<file path="config.mk">
export PLATFORM = sky130hd
export DESIGN_NAME = alu_arbiter
export DESIGN_NICKNAME = d
export VERILOG_FILES = /design/src/rtl/alu_arbiter.sv
export SDC_FILE = /design/constraint.sdc
export NUM_CORES = 1
export LEC_CHECK = 0
export ABC_AREA = 0
export BUFFER_PORTS_ARGS = -buffer_cell sky130_fd_sc_hd__buf_2
export CORE_AREA = 2 2 78 80
export CTS_BUF_LIST = sky130_fd_sc_hd__clkbuf_4 sky130_fd_sc_hd__clkbuf_8
export DETAILED_ROUTE_END_ITERATION = 10
export DIE_AREA = 0 0 80 82
export GPL_ROUTABILITY_DRIVEN = 0
export HOLD_SLACK_MARGIN = 0.06
export PLACE_DENSITY_LB_ADDON = 0.2
export SLEW_MARGIN = 20
export SYNTH_ARGS = -nofsm -noshare
export SYNTH_HDL_FRONTEND = slang
export SYNTH_SLANG_ARGS = --single-unit
export TNS_END_PERCENT = 5
</file>
<file path="constraint.sdc">
create_clock -name clk -period 2.1 [get_ports clk]
set_clock_uncertainty 0.15 [all_clocks]
set_input_delay 0.315 -clock clk [delete_from_list [all_inputs] [get_ports clk]]
set_output_delay 0.315 -clock clk [all_outputs]
set_load 0.03 [all_outputs]
</file>
<file path="src/rtl/alu_arbiter.sv">
// Round-robin arbiter sharing one combinational ALU between two requesters.
// Issues each accepted request for one cycle and returns a registered, ID-tagged response.
module alu_arbiter #(
  parameter int unsigned W = 8
) (
  input  logic         clk,
  input  logic         reset,
  input  logic         req0_valid,
  output logic         req0_ready,
  input  logic [3:0]   req0_op,
  input  logic [W-1:0] req0_a,
  input  logic [W-1:0] req0_b,
  input  logic         req1_valid,
  output logic         req1_ready,
  input  logic [3:0]   req1_op,
  input  logic [W-1:0] req1_a,
  input  logic [W-1:0] req1_b,
  output logic [3:0]   alu_op,
  output logic [W-1:0] alu_a,
  output logic [W-1:0] alu_b,
  input  logic [W-1:0] alu_result,
  output logic         rsp_valid,
  input  logic         rsp_ready,
  output logic         rsp_id,
  output logic [W-1:0] rsp_data,
  output logic         rsp_taken,
  output logic         rsp_err
);

  localparam logic [3:0] OP_ADD = 4'h0;
  localparam logic [3:0] OP_SUB = 4'h1;
  localparam logic [3:0] OP_BEQ = 4'h8;
  localparam logic [3:0] OP_BNE = 4'h9;
  localparam logic [3:0] OP_BLT = 4'hA;

  typedef enum logic [1:0] {IDLE, EXEC, RESP} state_t;

  state_t       state, state_nxt;
  logic         last_grant;
  logic         grant_valid;
  logic         grant_id;
  logic         iss_id;
  logic [3:0]   iss_op;
  logic [3:0]   op_sel;
  logic [W-1:0] a_sel;
  logic [W-1:0] b_sel;
  logic         sel_branch;
  logic         iss_illegal;
  logic         taken_c;

  // State register
  always_ff @(posedge clk or posedge reset) begin
    if (reset) state <= IDLE;
    else       state <= state_nxt;
  end

  // Next-state logic
  always_comb begin
    state_nxt = state;
    case (state)
      IDLE:    if (req0_valid || req1_valid) state_nxt = EXEC;
      EXEC:    state_nxt = RESP;
      RESP:    if (rsp_ready) state_nxt = IDLE;
      default: state_nxt = IDLE;
    endcase
  end

  // Grant decode: ties go to the port that did not win last time
  always_comb begin
    grant_valid = 1'b0;
    grant_id    = 1'b0;
    if (state == IDLE) begin
      grant_valid = req0_valid || req1_valid;
      grant_id    = (req0_valid && req1_valid) ? ~last_grant : req1_valid;
    end
    req0_ready = grant_valid && !grant_id;
    req1_ready = grant_valid && grant_id;
  end

  always_comb begin
    op_sel     = grant_id ? req1_op : req0_op;
    a_sel      = grant_id ? req1_a  : req0_a;
    b_sel      = grant_id ? req1_b  : req0_b;
    sel_branch = (op_sel == OP_BEQ) || (op_sel == OP_BNE) || (op_sel == OP_BLT);
  end

  // Branch resolution from the issued operands, independent of the ALU
  always_comb begin
    iss_illegal = (iss_op > OP_BLT);
    case (iss_op)
      OP_BEQ:  taken_c = (alu_a == alu_b);
      OP_BNE:  taken_c = (alu_a != alu_b);
      OP_BLT:  taken_c = ($signed(alu_a) < $signed(alu_b));
      default: taken_c = 1'b0;
    endcase
  end

  // Issue registers double as the held ALU drive; response captured leaving EXEC
  always_ff @(posedge clk or posedge reset) begin
    if (reset) begin
      last_grant <= 1'b1;
      iss_id     <= 1'b0;
      iss_op     <= OP_ADD;
      alu_op     <= OP_ADD;
      alu_a      <= '0;
      alu_b      <= '0;
      rsp_valid  <= 1'b0;
      rsp_id     <= 1'b0;
      rsp_data   <= '0;
      rsp_taken  <= 1'b0;
      rsp_err    <= 1'b0;
    end else begin
      rsp_valid <= (state_nxt == RESP);
      if (grant_valid) begin
        last_grant <= grant_id;
        iss_id     <= grant_id;
        iss_op     <= op_sel;
        alu_op     <= sel_branch ? OP_SUB : op_sel;
        alu_a      <= a_sel;
        alu_b      <= b_sel;
      end
      if (state == EXEC) begin
        rsp_id    <= iss_id;
        rsp_data  <= iss_illegal ? '0 : alu_result;
        rsp_taken <= taken_c;
        rsp_err   <= iss_illegal;
      end
    end
  end

endmodule

</file>
# After elaboration in Yosys (flattened, before gate mapping)
# Cells that the tools add are included.
[word_totals]
ff_bits = 40
output_inout_bits = 34
wordCells = 46
[op_classes]
order_cmp = 2
n_eq_ne = 11
mux = 12
bitwise = 1
n_reduce_logical = 8
[op_table]
columns = ["operator", "n"]
rows = [
  ["$eq A4 B4 Y1 const B", 6],
  ["$mux W8", 3],
  ["$eq A8 B8 Y1", 1],
  ["$lt A8 B8 Y1", 1],
  ["$mux W4", 2],
  ["$ne A8 B8 Y1", 1],
  ["$pmux W2 S3", 1],
  ["$eq A2 B2 Y1 const B", 2],
  ["$gt A4 B4 Y1 const B", 1],
  ["$mux W2", 2],
  ["$logic_and A1 B1 Y1", 3],
  ["$logic_or A1 B1 Y1", 3],
  ["$mux W1", 3],
  ["$pmux W1 S3", 1],
  ["$eq A2 B1 Y1 const B", 1],
  ["$logic_not A2 Y1", 1],
  ["$logic_not A1 Y1", 1],
  ["$not A1 Y1", 1],
]

# Longest topological paths before layout
# Gate-level depths: netlist of the first run.
[logic_depth]
depth_word = 8
ltp_mapped = 6
depth_no_buf = 6

# Worst setup path after synthesis of the first run
# No wires, ideal clock.
[synth_path]
kind = "flip-flop to output port"
from = "register last_grant"
to = "output req0_ready"
t_arrival_ps = 1304
required_ps = 1635
setup_slack_ps = 331
path_stages_with_launch = 6
cell_sequence = "dfstp_2 a21boi_2 and2_4 buf_6 nor2_4 buf_2"
[synth_between]
elab_chain_len = 5
[synth_lines]
columns = ["item", "line", "text"]
rows = [
  ["start, declared", "39", "logic last_grant;"],
  ["start signal, assigned", "115", "last_grant <= grant_id;"],
  ["$not A1 Y1", "74", "grant_id = (req0_valid && req1_valid) ? ~last_grant : req1_valid;"],
  ["$mux W1", "74", ""],
  ["$mux W1", "72", "if (state == IDLE) begin"],
  ["$logic_not A1 Y1", "76", "req0_ready = grant_valid && !grant_id;"],
  ["$logic_and A1 B1 Y1", "76", ""],
  ["end, declared", "9", "output logic req0_ready,"],
]
# Every way passes these cells.

# Final worst setup path of the first run
[layout_path]
from = "register state[1]"
to = "output req0_ready"
[layout_between]
elab_chain_len = 4
word_cells_on_any_way = 5
[layout_lines]
columns = ["item", "line", "text"]
rows = [
  ["start, declared", "38", "state_t state, state_nxt;"],
  ["start signal, assigned", "54", "else state <= state_nxt;"],
  ["$logic_not A2 Y1 (*)", "72", ""],
  ["$mux W1", "72", ""],
  ["$logic_not A1 Y1", "76", ""],
  ["$logic_and A1 B1 Y1 (*)", "76", ""],
]
# Every way passes the cells marked *; elsewhere a longest branch is shown, timed or not.

==> results of run 1 <==
==> logic make-up (layout without fill, tap and decap cells) <==
family,Yosys count,in the layout,share of synthesized area
buffers and inverters,21,114,0.0517
DFF,40,40,0.518
AOI/OAI and AO/OA,66,66,0.264
adders and majority gates,8,8,0.0517
muxes,4,4,0.0213
and+or+nand+nor,36,36,0.0937
==> where the power goes <==
| part | switching (W) | internal, W | leakage (nW) |
|---|---|---|---|
| Sequential | 0.000271 | 0.00116 | 0.484 |
| Combinational | 0.00150 | 0.000956 | 0.881 |
| Clock | 0.000263 | 0.000262 | 0.0510 |
| Total | 0.00203 | 0.00238 | 1.42 |
==> state kept, by name, indices dropped and copies added, names as in the netlist <==
name and flops:
alu_op 4, rsp_data 8, alu_a 8, rsp_valid 1, rsp_err 1, iss_id 1
alu_b 8, rsp_taken 1, state 2, iss_op 4, rsp_id 1, last_grant 1
==> cells in the mapped netlist, types with 2 or more instances <==
master / n
nand2_1: 13
buf_2: 5
dfrtp_1: 39
ha_1: 8
inv_1: 12
mux2i_1: 3
clkbuf_1: 2
nor2b_1: 3
nor2_1: 9
a21o_1: 19
a31oi_1: 3
a22o_1: 24
o21ai_0: 4
nand4_1: 2
a21oi_1: 4
buf_6: 2
a211oi_1: 3
==> routing by layer <==
metal  global-route usage  vias to the layer above  wire (microns)
met5                    0                        -               0
met4               0.0492                        0              61
met3               0.0462                        7             332
met2                0.244                       59            2200
met1                0.178                      760            1990
li1                     -                      821               -
==> final cells by class <==
class | instances | area (sq um)
Clock buffer | 6 | 82.6
Clock inverter | 2 | 10.0
Fill cell | 597 | 3170
Inverter | 12 | 45.0
Multi-Input combinational cell | 114 | 847
Sequential cell | 40 | 1000
Tap cell | 75 | 93.8
Timing Repair Buffer | 94 | 495
==> final timing paths <==
kind / startpoint / end / slack (ns) / cells after the start
max in group asynchronous: reset / last_grant / 0.93 / 4
hold reg to reg: rsp_taken / rsp_taken / 0.34 / 2
hold / removal: req0_b[0] / alu_b[0] / 0.07 / 2
min in group asynchronous: reset / alu_a[3] / 0.52 / 4
setup / recovery: state[1] / req0_ready / 0.12 / 4
setup reg to reg: alu_a[1] / rsp_taken / 0.36 / 5
==> through the flow <==
| stage | instance area [sq um] | cells | power [W] | hold slack, ns |
|---|---|---|---|---|
| final | 2580 | 343 | 0.00441 | 0.0729 |
| after global routing | 2580 | 343 | 0.00475 | 0.0649 |
| after CTS | 2570 | 343 | 0.00445 | 0.0633 |
| after detailed placement | 2450 | 333 | 0.00390 | 0.315 |
| after global placement | 2450 | 333 | 0.00388 | 0.309 |
| after floorplan | 1940 | 175 | 0.00322 | 0.281 |
==> what timing repair did <==
item	CTS	global route
buffers inserted	0	0
setup endpoints to repair	0	2
gates resized for setup	0	2
hold buffers	2	0
hold endpoints to repair	40	0
==> cells in the final DEF, fill, tap and decap left out, types with 2 or more instances in the layout <==
master         count
nand2_1           13
buf_2             86
a21o_1            19
dfrtp_1           39
o21ai_0            4
a211oi_1           3
a31oi_1            3
buf_4              6
ha_1               8
a21oi_1            4
nor2b_1            3
clkbuf_8           6
mux2i_1            3
clkinv_2           2
a22o_1            24
nand4_1            2
dlygate4sd3_1      2
inv_1             11
nor2_1             8
==> summary.txt, run 1 <==
Pwr
  – Pleak: 1.42 nW
  – Maximum VDD drop: 0.764 mV
  – Power per cell area: 1710 mW/mm^2

Timing
  – Highest Clock Rate: 504 MHz
  – Fin Setup TNS: 0 ns
  – Final Max Tran Viols: 0
  – Unrepaired setup endpoints after global routing: no
  – Fin crit period: 1.98 ns
  – Setup Viol. Count Final: 0
  – Final WS setup: 0.118 ns
  – Final worst-path cycle share: 0.944
  – Rel. slew slack: 0.676
  – Final Hold Vio Count: 0
  – Slew @ Worst Pin: 0.486 ns

Die
  – Die Wd: 80 microns
  – Effective utilization at floorplan: 0.337
  – Die ar.: 0.00656 sq mm
  – CORE AREA: 0.00575 sq mm
  – Ports: 87
  – Die Height: 82 microns
  – Std cell rows: 28

Yosys
  – Commonest register cell after synthesis: dfrtp_1
  – Top cells by area, synth: dfrtp_1 (50%), a22o_1 (11%), a21o_1 (7.4%)
  – Post-Syn Area: 0.00194 sq mm
  – Synthesized Nets: 236
  – Unique cell type count in the Yosys netlist: 37
  – Yosys warning count: 0
  – Syn avg cell area: 11.1 sq um
  – Top-area cell type share of the netlist area: 0.504
  – Post-synthesis async set-or-reset flop share: 1.00
  – Mapped Cells: 175
  – Yosys reg bits: 40
  – Post-synth top area cell: dfrtp_1
  – Post-synth EDFFs: 0
  – Sequential-to-total area share from yosys stat: 0.518

Global route
  – GR Util All Layers: 0.146
  – Remaining Overflow, GRT: 0
  – Global-route wire length before repair: 7320 microns
  – Largest net degree at the start of global routing: 41
  – Vias in the first global route: 1,580
  – Initial antenna violation count: 0

Worst setup path
  – Setup crit end kind: output pin
  – Critical Path AT: 1.52 ns
  – CP max-delay cell: dfrtp_1
  – CP Launch Type: flip-flop
  – WS Path Type: flip-flop to output pin
  – CP bufs+invs: 1
  – Critical path's largest stage delay: 0.40 ns
  – Worst Path Required: 1.63 ns
  – Crit-path cells: nor2_2 -> and2_4 -> nor2_4 -> buf_2
  – CP top delay family: simple AND/OR/NAND/NOR gates
  – CP Max Fanout: 19

Finish
  – Area growth from synthesis to layout: 33.1%
  – Post-Route Utilization: 0.448
  – Nets: 328
  – Ant. Diodes: 0
  – Share of cells above drive strength 1: 0.403

Placed design
  – Pre-CTS WS: 0.361 ns
  – Final HPWL DP: 3500 microns
  – IO Port Bufs: 86

CTS
  – CTS tree: yes
  – Num CTS Buffers: 5
  – H-tree Lvls: 2
  – Clock Path Buffers: 2
  – Worst skew pair latency: 0.29 ns
  – Sink Count: 40
  – Worst-path clk slew: 0.08 ns
  – Root Driver: clkbuf_8

Routing
  – DR pass1 iterations: 4
  – DR iter-0 viols: 67
  – Post-route ant nets: 0
  – Wire per inst: 13.4 microns
  – DR DRC count: 0
  – Final wirelength: 4580 microns
  – Via-to-Cell Ratio: 4.80
  – Vias: 1,647

Flow run
  – Max_cap viols: 0

Worst hold path
  – Worst hold path type: primary input to flip-flop

Status
  – Run status: finished clean
Note: power is estimated with default switching activity, not from simulation.
==> run 2: changes to the inputs <==
Settings changed: CORE_AREA 2 2 78 80 to 3 3 79 81, DIE_AREA 0 0 80 82 to 0 0 82 84.
==> run 2 against run 1 <==
Compared with the run above:
- worst setup slack worse by 0.0073 ns
- power is 3.7% higher
- register-to-register slack improved by 0.04 ns
- sequential share of layout area down 0.99 points
- utilization increased by 2.9 points
- wire length grew 2.1%
- largest cell class unchanged
==> summary.txt, run 2 (synthesis results as in run 1) <==
Die
  – CORE AREA: 0.00554 sq mm
  – Effective utilization at floorplan: 0.349
  – Die ar.: 0.00689 sq mm
  – Std cell rows: 27
  – Ports: 87
  – Die Height: 84 microns
  – Die Wd: 82 microns

Worst setup path
  – Critical Path AT: 1.52 ns
  – CP Max Fanout: 14
  – CP Launch Type: flip-flop
  – Setup crit end kind: output pin
  – Worst Path Required: 1.63 ns
  – WS Path Type: flip-flop to output pin

Finish
  – Ant. Diodes: 0
  – Share of cells above drive strength 1: 0.401
  – Most frequent cells in the layout: buf_2 (86), dfrtp_1 (39), a22o_1 (24)
  – Nets: 332
  – Area growth from synthesis to layout: 36.6%
  – Final std cells w/o fill: 344
  – Largest registers: alu_a (8), alu_b (8), rsp_data (8)
  – Commonest non-fill, non-tap cell in the layout: buf_2

Worst hold path
  – Worst hold path type: primary input to flip-flop

Routing
  – Vias: 1,626
  – DR pass1 iterations: 4
  – Final wirelength: 4680 microns
  – Wire per inst: 13.6 microns
  – DR DRC count: 0
  – Via-to-Cell Ratio: 4.73
  – Post-route ant nets: 0
  – DR iter-0 viols: 68

Timing
  – Final worst-path cycle share: 0.947
  – Unrepaired setup endpoints after global routing: no
  – Highest Clock Rate: 503 MHz
  – Setup Viol. Count Final: 0
  – Final Max Tran Viols: 0
  – Fin Setup TNS: 0 ns
  – Final Hold Vio Count: 0
  – Rel. slew slack: 0.660
  – Slew @ Worst Pin: 0.510 ns
  – Fin crit period: 1.99 ns

CTS
  – Root Driver: clkbuf_8
  – Num CTS Buffers: 5
  – Worst skew pair latency: 0.29 ns
  – CTS tree: yes
  – Worst-path clk slew: 0.08 ns
  – Clock Path Buffers: 2
  – H-tree Lvls: 2
  – Sink Count: 40

Flow run
  – Max_cap viols: 0

Global route
  – Initial antenna violation count: 0
  – Remaining Overflow, GRT: 0
  – Global-route wire length before repair: 7670 microns
  – Vias in the first global route: 1,600
  – Largest net degree at the start of global routing: 41
  – GR Util All Layers: 0.142

Pwr
  – Total design power: 0.00457 W
  – Maximum VDD drop: 0.936 mV
  – Pleak: 1.45 nW
  – Power per cell area: 1730 mW/mm^2

Placed design
  – IO Port Bufs: 86
  – Dpl cells: 330
  – Final HPWL DP: 3520 microns

Status
  – Run status: finished clean
-- run 2: cell count changes in the layout (fill, tap and decap cells not counted) --
cell           previous run  this run
clkinv_2                  2         0
bufinv_16                 0         1
dlygate4sd3_1             2         5
buf_4                     6         7
clkbuf_8                  6         7
-- run 2: power breakdown --
part           internal (W)  switching [W]  leakage, nW
registers           0.00116       0.000264        0.484
logic              0.000972        0.00149        0.898
clock network      0.000419       0.000265       0.0645
total               0.00255        0.00202         1.45
-- run 2: path summary, 6_finish.rpt --
path	startpoint	end	slack (ns)	cells after the start
hold / removal	req0_a[3]	alu_a[3]	0.07	2
max in group asynchronous	reset	last_grant	0.89	4
setup reg to reg	last_grant	alu_b[4]	0.40	5
hold reg to reg	alu_op[3]	alu_op[3]	0.34	2
setup / recovery	last_grant	req0_ready	0.11	4
min in group asynchronous	reset	alu_a[6]	0.53	4
-- run 2: per-stage QoR --
| step | utilization | hold WS [ns] | worst slack, ns | cell area (sq um) |
|---|---|---|---|---|
| 2_1_floorplan | - | 0.281 | 0.331 | 1940 |
| 3_3_place_gp | 0.442 | 0.310 | 0.361 | 2450 |
| 3_5_place_dp | 0.442 | 0.314 | 0.321 | 2450 |
| 4_1_cts | 0.467 | 0.0612 | 0.00334 | 2590 |
| 5_1_grt | 0.477 | 0.0603 | 0.00474 | 2640 |
| 6_report | 0.477 | 0.0692 | 0.110 | 2640 |
-- run 2: worst max-delay path, stage by stage (launching register included) --
cell and delay (ns):
dfstp_2 0.54, a21boi_2 0.07, and2_4 0.23, nor2_4 0.16
buf_2 0.23
-- run 2: layout make-up --
type | count | area, sq um
well taps | 72 | 90.1
multi-input cells | 114 | 847
flip-flops and latches | 40 | 1000
inverters | 12 | 45.0
repair buffers | 98 | 533
clock buffers | 7 | 96.3
fillers | 544 | 2900
clock inverters | 1 | 30.0
-- run 2: timing repair --
action                     CTS  global route
hold buffers                 1             4
hold endpoints to repair    39             4
setup endpoints to repair    0             1
setup buffers                0             1
resized for setup            0             2
-- run 2: routing by layer --
layer | wire length (microns) | GRT usage
met4 | 56 | 0.0423
met3 | 346 | 0.0475
met5 | 0 | 0
met2 | 2120 | 0.216
met1 | 2150 | 0.191
